<file path="src/rtl/seq_tail_light_ctrl_if.sv">
// Lamp-controller signal bundle: vehicle requests in, lamp drive and debug phase out.
interface seq_tail_light_ctrl_if #(
  parameter int LAMPS = 3
);
  localparam int PW = $clog2(LAMPS + 1);

  logic             brake;
  logic             turn_right;
  logic             turn_left;
  logic             hazard;
  logic [LAMPS-1:0] right_tail_light_control;
  logic [LAMPS-1:0] left_tail_light_control;
  logic [PW-1:0]    seq_phase;

  modport master (
    output brake, turn_right, turn_left, hazard,
    input  right_tail_light_control, left_tail_light_control, seq_phase
  );

  modport slave (
    input  brake, turn_right, turn_left, hazard,
    output right_tail_light_control, left_tail_light_control, seq_phase
  );
endinterface

</file>
<file path="src/rtl/seq_tail_light_ctrl.sv">
// Sequential tail-light controller: thermometer sweep per side, hazard lockstep,
// brake-aware pattern mixing, programmable step rate. All outputs registered.
//
// state | meaning
// IDLE  | no turn/hazard request; lamps follow brake only
// SEQ_R | right sweep; left side follows brake
// SEQ_L | left sweep; right side follows brake
// HAZ   | both sides sweep in phase lock
module seq_tail_light_ctrl #(
  parameter int LAMPS    = 3,
  parameter int STEP_DIV = 1
) (
  input logic                  clk,
  input logic                  rst_n,
  seq_tail_light_ctrl_if.slave tl
);

  localparam int PW = $clog2(LAMPS + 1);
  localparam int DW = (STEP_DIV > 1) ? $clog2(STEP_DIV) : 1;

  typedef enum logic [1:0] {
    IDLE  = 2'd0,
    SEQ_R = 2'd1,
    SEQ_L = 2'd2,
    HAZ   = 2'd3
  } state_e;

  state_e           state_q, state_d;
  logic [PW-1:0]    phase_q, phase_d;
  logic [DW-1:0]    div_q, div_d;
  logic [LAMPS-1:0] right_q, right_d;
  logic [LAMPS-1:0] left_q, left_d;
  logic [LAMPS-1:0] pat;
  logic [LAMPS-1:0] pat_mix;
  logic [LAMPS-1:0] steady;

  always_ff @(posedge clk or negedge rst_n) begin
    if (!rst_n) begin
      state_q <= IDLE;
      phase_q <= '0;
      div_q   <= '0;
      right_q <= '0;
      left_q  <= '0;
    end else begin
      state_q <= state_d;
      phase_q <= phase_d;
      div_q   <= div_d;
      right_q <= right_d;
      left_q  <= left_d;
    end
  end

  always_comb begin
    state_d = IDLE;
    if (tl.hazard || (tl.turn_left && tl.turn_right)) state_d = HAZ;
    else if (tl.turn_right)                           state_d = SEQ_R;
    else if (tl.turn_left)                            state_d = SEQ_L;
  end

  // Any state change (including a direction swap) restarts the sweep at phase 0.
  always_comb begin
    phase_d = phase_q;
    div_d   = div_q;
    if (state_d == IDLE || state_d != state_q) begin
      phase_d = '0;
      div_d   = '0;
    end else if (div_q == DW'(STEP_DIV - 1)) begin
      div_d   = '0;
      phase_d = (phase_q == PW'(LAMPS)) ? '0 : phase_q + 1'b1;
    end else begin
      div_d = div_q + 1'b1;
    end
  end

  // Thermometer pattern for the upcoming phase; phase LAMPS is the dark gap.
  always_comb begin
    pat = '0;
    for (int i = 0; i < LAMPS; i++) begin
      pat[i] = (phase_d < PW'(LAMPS)) && (PW'(i) <= phase_d);
    end
  end

  always_comb begin
    pat_mix = tl.brake ? ~pat : pat;
    steady  = tl.brake ? '1 : '0;
    right_d = steady;
    left_d  = steady;
    case (state_d)
      SEQ_R:   right_d = pat_mix;
      SEQ_L:   left_d  = pat_mix;
      HAZ: begin
        right_d = pat_mix;
        left_d  = pat_mix;
      end
      default: ;
    endcase
  end

  assign tl.right_tail_light_control = right_q;
  assign tl.left_tail_light_control  = left_q;
  assign tl.seq_phase                = phase_q;

endmodule

</file>
<file path="src/flat_wrapper.sv">
// flat-port wrapper written by rule: the top's interface ports become plain ports
module seq_tail_light_ctrl_flat 
#(
  parameter int LAMPS    = 3,
  parameter int STEP_DIV = 1
)
  (clk, rst_n, tl_brake, tl_turn_right, tl_turn_left, tl_hazard, tl_right_tail_light_control, tl_left_tail_light_control, tl_seq_phase);
  seq_tail_light_ctrl_if #(.LAMPS(LAMPS)) tl_i ();
  input logic clk;
  input logic rst_n;
  input wire logic [$bits(tl_i.brake)-1:0] tl_brake;
  input wire logic [$bits(tl_i.turn_right)-1:0] tl_turn_right;
  input wire logic [$bits(tl_i.turn_left)-1:0] tl_turn_left;
  input wire logic [$bits(tl_i.hazard)-1:0] tl_hazard;
  output wire logic [$bits(tl_i.right_tail_light_control)-1:0] tl_right_tail_light_control;
  output wire logic [$bits(tl_i.left_tail_light_control)-1:0] tl_left_tail_light_control;
  output wire logic [$bits(tl_i.seq_phase)-1:0] tl_seq_phase;
  assign tl_i.brake = tl_brake;
  assign tl_i.turn_right = tl_turn_right;
  assign tl_i.turn_left = tl_turn_left;
  assign tl_i.hazard = tl_hazard;
  assign tl_right_tail_light_control = tl_i.right_tail_light_control;
  assign tl_left_tail_light_control = tl_i.left_tail_light_control;
  assign tl_seq_phase = tl_i.seq_phase;
  seq_tail_light_ctrl #(.LAMPS(LAMPS), .STEP_DIV(STEP_DIV)) u_core (.clk(clk), .rst_n(rst_n), .tl(tl_i));
endmodule
</file>
<file path="config.mk">
export PLATFORM = sky130hd
export DESIGN_NAME = seq_tail_light_ctrl_flat
export DESIGN_NICKNAME = d
export VERILOG_FILES = /design/src/rtl/seq_tail_light_ctrl_if.sv /design/src/rtl/seq_tail_light_ctrl.sv /design/src/flat_wrapper.sv
export SDC_FILE = /design/constraint.sdc
export NUM_CORES = 1
export LEC_CHECK = 0
export CORE_MARGIN = 2
export CORE_UTILIZATION = 31
export DETAILED_ROUTE_END_ITERATION = 10
export REMOVE_ABC_BUFFERS = 1
export SLEW_MARGIN = 40
export SYNTH_ARGS = -nofsm -noshare
export SYNTH_HDL_FRONTEND = slang
export SYNTH_SLANG_ARGS = --single-unit
</file>
<file path="constraint.sdc">
create_clock -name clk -period 1.95 [get_ports clk]
set_input_delay 0.39 -clock clk [delete_from_list [all_inputs] [get_ports clk]]
set_output_delay 0.39 -clock clk [all_outputs]
set_load 0.01 [all_outputs]
</file>
==> impl_metrics.json <==
{
  "syn_area_per_cell_um2": 12.05,
  "first_pass_iters": 2,
  "power_uw": 614.1,
  "reg2reg_slack_ps": 190,
  "vias_per_cell": 4.671,
  "hold_viol_final": 0,
  "numClockSinks": 10,
  "hp-class": "input pin to async pin",
  "die-area_um2": 1801,
  "whs_ps": 425.4,
  "timing.final.crit_share": 0.9104,
  "crit_required_ps": 2140,
  "setup-violations-final": 0,
  "clkSlewWorstSetupHoldPaths_ps": 60,
  "totalNegativeSetupSlack_ps": 0,
  "multi_input_area_um2": 237.7,
  "nFillCells": 127,
  "post-cts-setup-buffers": 0,
  "startpoint": "tl_hazard",
  "p_leak_uw": 0.0003240,
  "root_buffer": "clkbuf_4",
  "finClkSkew_ps": 0.4985,
  "die_w_um": 42.44,
  "drt-initial-drc-count": 3,
  "antenna_found_initial": 0,
  "antennaDiodeCount": 0,
  "fin_crit_ps": 1775,
  "finalNonFillerCells": 73,
  "power_density_nw_per_um2": 859.6,
  "slew-limit-headroom": 0.7138,
  "gp_congestion": 0.7555,
  "synth-edff-count": 0,
  "ant_nets": 0,
  "finalNetCount": 68,
  "via_count": 341,
  "wl_per_cell_um": 10.51,
  "synth_top_flop_cell": "dfrtp_1",
  "clkLatencyLatePin_ps": 270,
  "max_stage_delay_ps": 340,
  "r2r_start": "u_core.state_q[0]",
  "cts_tree": "done",
  "layout_setup_ws_ps": 174.6,
  "areaGrowthSynthToFinish_pct": 56.01,
  "clk_path_buf_depth": 2,
  "synth-seq-area-share": 0.5464,
  "routed_wirelength_um": 767,
  "async_reset_ff_frac": 1.000,
  "initial_core_util": 0.3433,
  "maxCapViolCount": 0,
  "crit_buf_inv": 1,
  "io_buffers": 13,
  "die_h_um": 42.44,
  "cp_slowest_cell": "nor4b_4",
  "cp-end-kind": "register",
  "h-tree-depth": 1,
  "fmaxAchievable_mhz": 563.3,
  "cts_inserted_buffers": 3,
  "syn_inst": 38,
  "crit_arrival_ps": 1970,
  "critPathKind": "input pin to register",
  "yosysWarnings": 0,
  "pre_cts_ws_ps": -337.9,
  "yosysTopAreaCellShare": 0.5464,
  "grt_pass1_wl_um": 1345,
  "dp_hpwl_um": 607.8,
  "pin_count": 14,
  "worst_pin_slew_ps": 427.9,
  "maxSlewViolCount": 0,
  "ir_worst_vdd_mv": 0.4762,
  "drcViolationCount": 0,
  "grt_usage": 0.1062,
  "crit_fanout": 4,
  "status": "finished, final reports clean",
  "grt_max_degree": 11,
  "grt_setup_unrepaired": "no",
  "rows": 13,
  "yosysUniqueCellTypes": 16,
  "seq_area_um2": 250.2,
  "hold_buffers": 0,
  "synth.cell_area_um2": 457.9,
  "coreArea_um2": 1334,
  "worst_setup_path_start_kind": "input pin",
  "grt_pass1_vias": 322,
  "netlist_top_cells_area": "dfrtp_1 (55%), ha_1 (8.2%), xor2_1 (7.7%), nor2_1 (4.9%), xnor2_1 (3.8%)",
  "placed_cells": 69,
  "synth_area_leader_cell": "dfrtp_1",
  "cp_top_family": "simple AND/OR/NAND/NOR gates",
  "cp_cell_sequence": "dlygate4sd2_1, nor4b_4, o31ai_4, a211o_1, ha_4, nor2_2, xor2_1",
  "grt_overflow": 0,
  "ys_ff_latch": 10,
  "final_layout_size_suffix_gt1_frac": 0.2759
}
## where the power goes
part / switching [µW] / leakage, µW / total [µW] / internal [µW]
sequential: 12.3 / 0.000117 / 251 / 238
clock: 71.7 / 0.0000210 / 185 / 114
combinational: 73.3 / 0.000186 / 178 / 105
total: 157 / 0.000324 / 614 / 457
## cells in the mapped netlist (2+ instances only)
master and n:
inv_1 2, ha_1 3, nor2_1 6, dfrtp_1 10, xnor2_1 2, xor2_1 4, o21ai_0 2
## cells by family after synthesis
| kind of cell | after synthesis | synth area share |
|---|---|---|
| buffers and inverters | 3 | 0.02459 |
| XOR/XNOR | 6 | 0.1148 |
| flip-flops | 10 | 0.5464 |
| AO/OA/AOI/OAI | 6 | 0.1011 |
| AND/OR/NAND/NOR | 10 | 0.1312 |
| adder cells (fa/ha/maj) | 3 | 0.08198 |
## layer usage
layer	global-route usage	part of all wire	vias up
li1	-	-	169
met1	0.1310	0.45	156
met2	0.1323	0.44	14
met3	0.06466	0.089	2
met4	0.07500	0.017	0
met5	0	0	-
## layout by cell type, fill, tap and decap left out, drive strengths merged
cell type / n
dlymetal6s2s: 2
o21ai: 2
and3: 1
nand4b: 1
clkbuf: 4
nor2: 6
o31ai: 1
xor2: 4
xnor2: 2
a21boi: 1
clkdlybuf4s50: 10
nor4b: 1
ha: 3
buf: 4
dfrtp: 10
a211oi: 1
and2: 1
a211o: 1
inv: 2
dlygate4sd2: 1
## state kept, by name (all words and copies together) (netlist names)
signal                              count
u_core.tl.left_tail_light_control       3
u_core.tl.right_tail_light_control      3
u_core.state_q                          2
u_core.tl.seq_phase                     2
## layout make-up
cell class                 count  share of cell area
inverter                       2             0.01051
tap                           15             0.02627
timing repair buffer          17              0.2294
multi-input combinational     25              0.3327
clock buffer                   4             0.05079
sequential                    10              0.3503
## per-stage QoR
stage                     cell area, µm²  utilization
after global placement             633.1       0.4747
after global routing               714.4       0.5356
after CTS                          676.9       0.5075
after detailed placement           633.1       0.4747
final                              714.4       0.5356
after floorplan                    454.2            -
## worst paths after layout
check	endpoint	cells after the start
min in group clk	u_core.tl.seq_phase[0]	1
max in group asynchronous	u_core.tl.seq_phase[0]	1
max	u_core.tl.left_tail_light_control[1]	7
max reg2reg	u_core.tl.left_tail_light_control[1]	6
min reg2reg	u_core.tl.seq_phase[0]	1
min	u_core.tl.left_tail_light_control[1]	1
## repair_timing
action,4_1_cts,5_1_grt
resized for setup,3,8
pin swaps,1,2
endpoints found under the setup margin,3,4
Power figures use the tool's default switching activity.
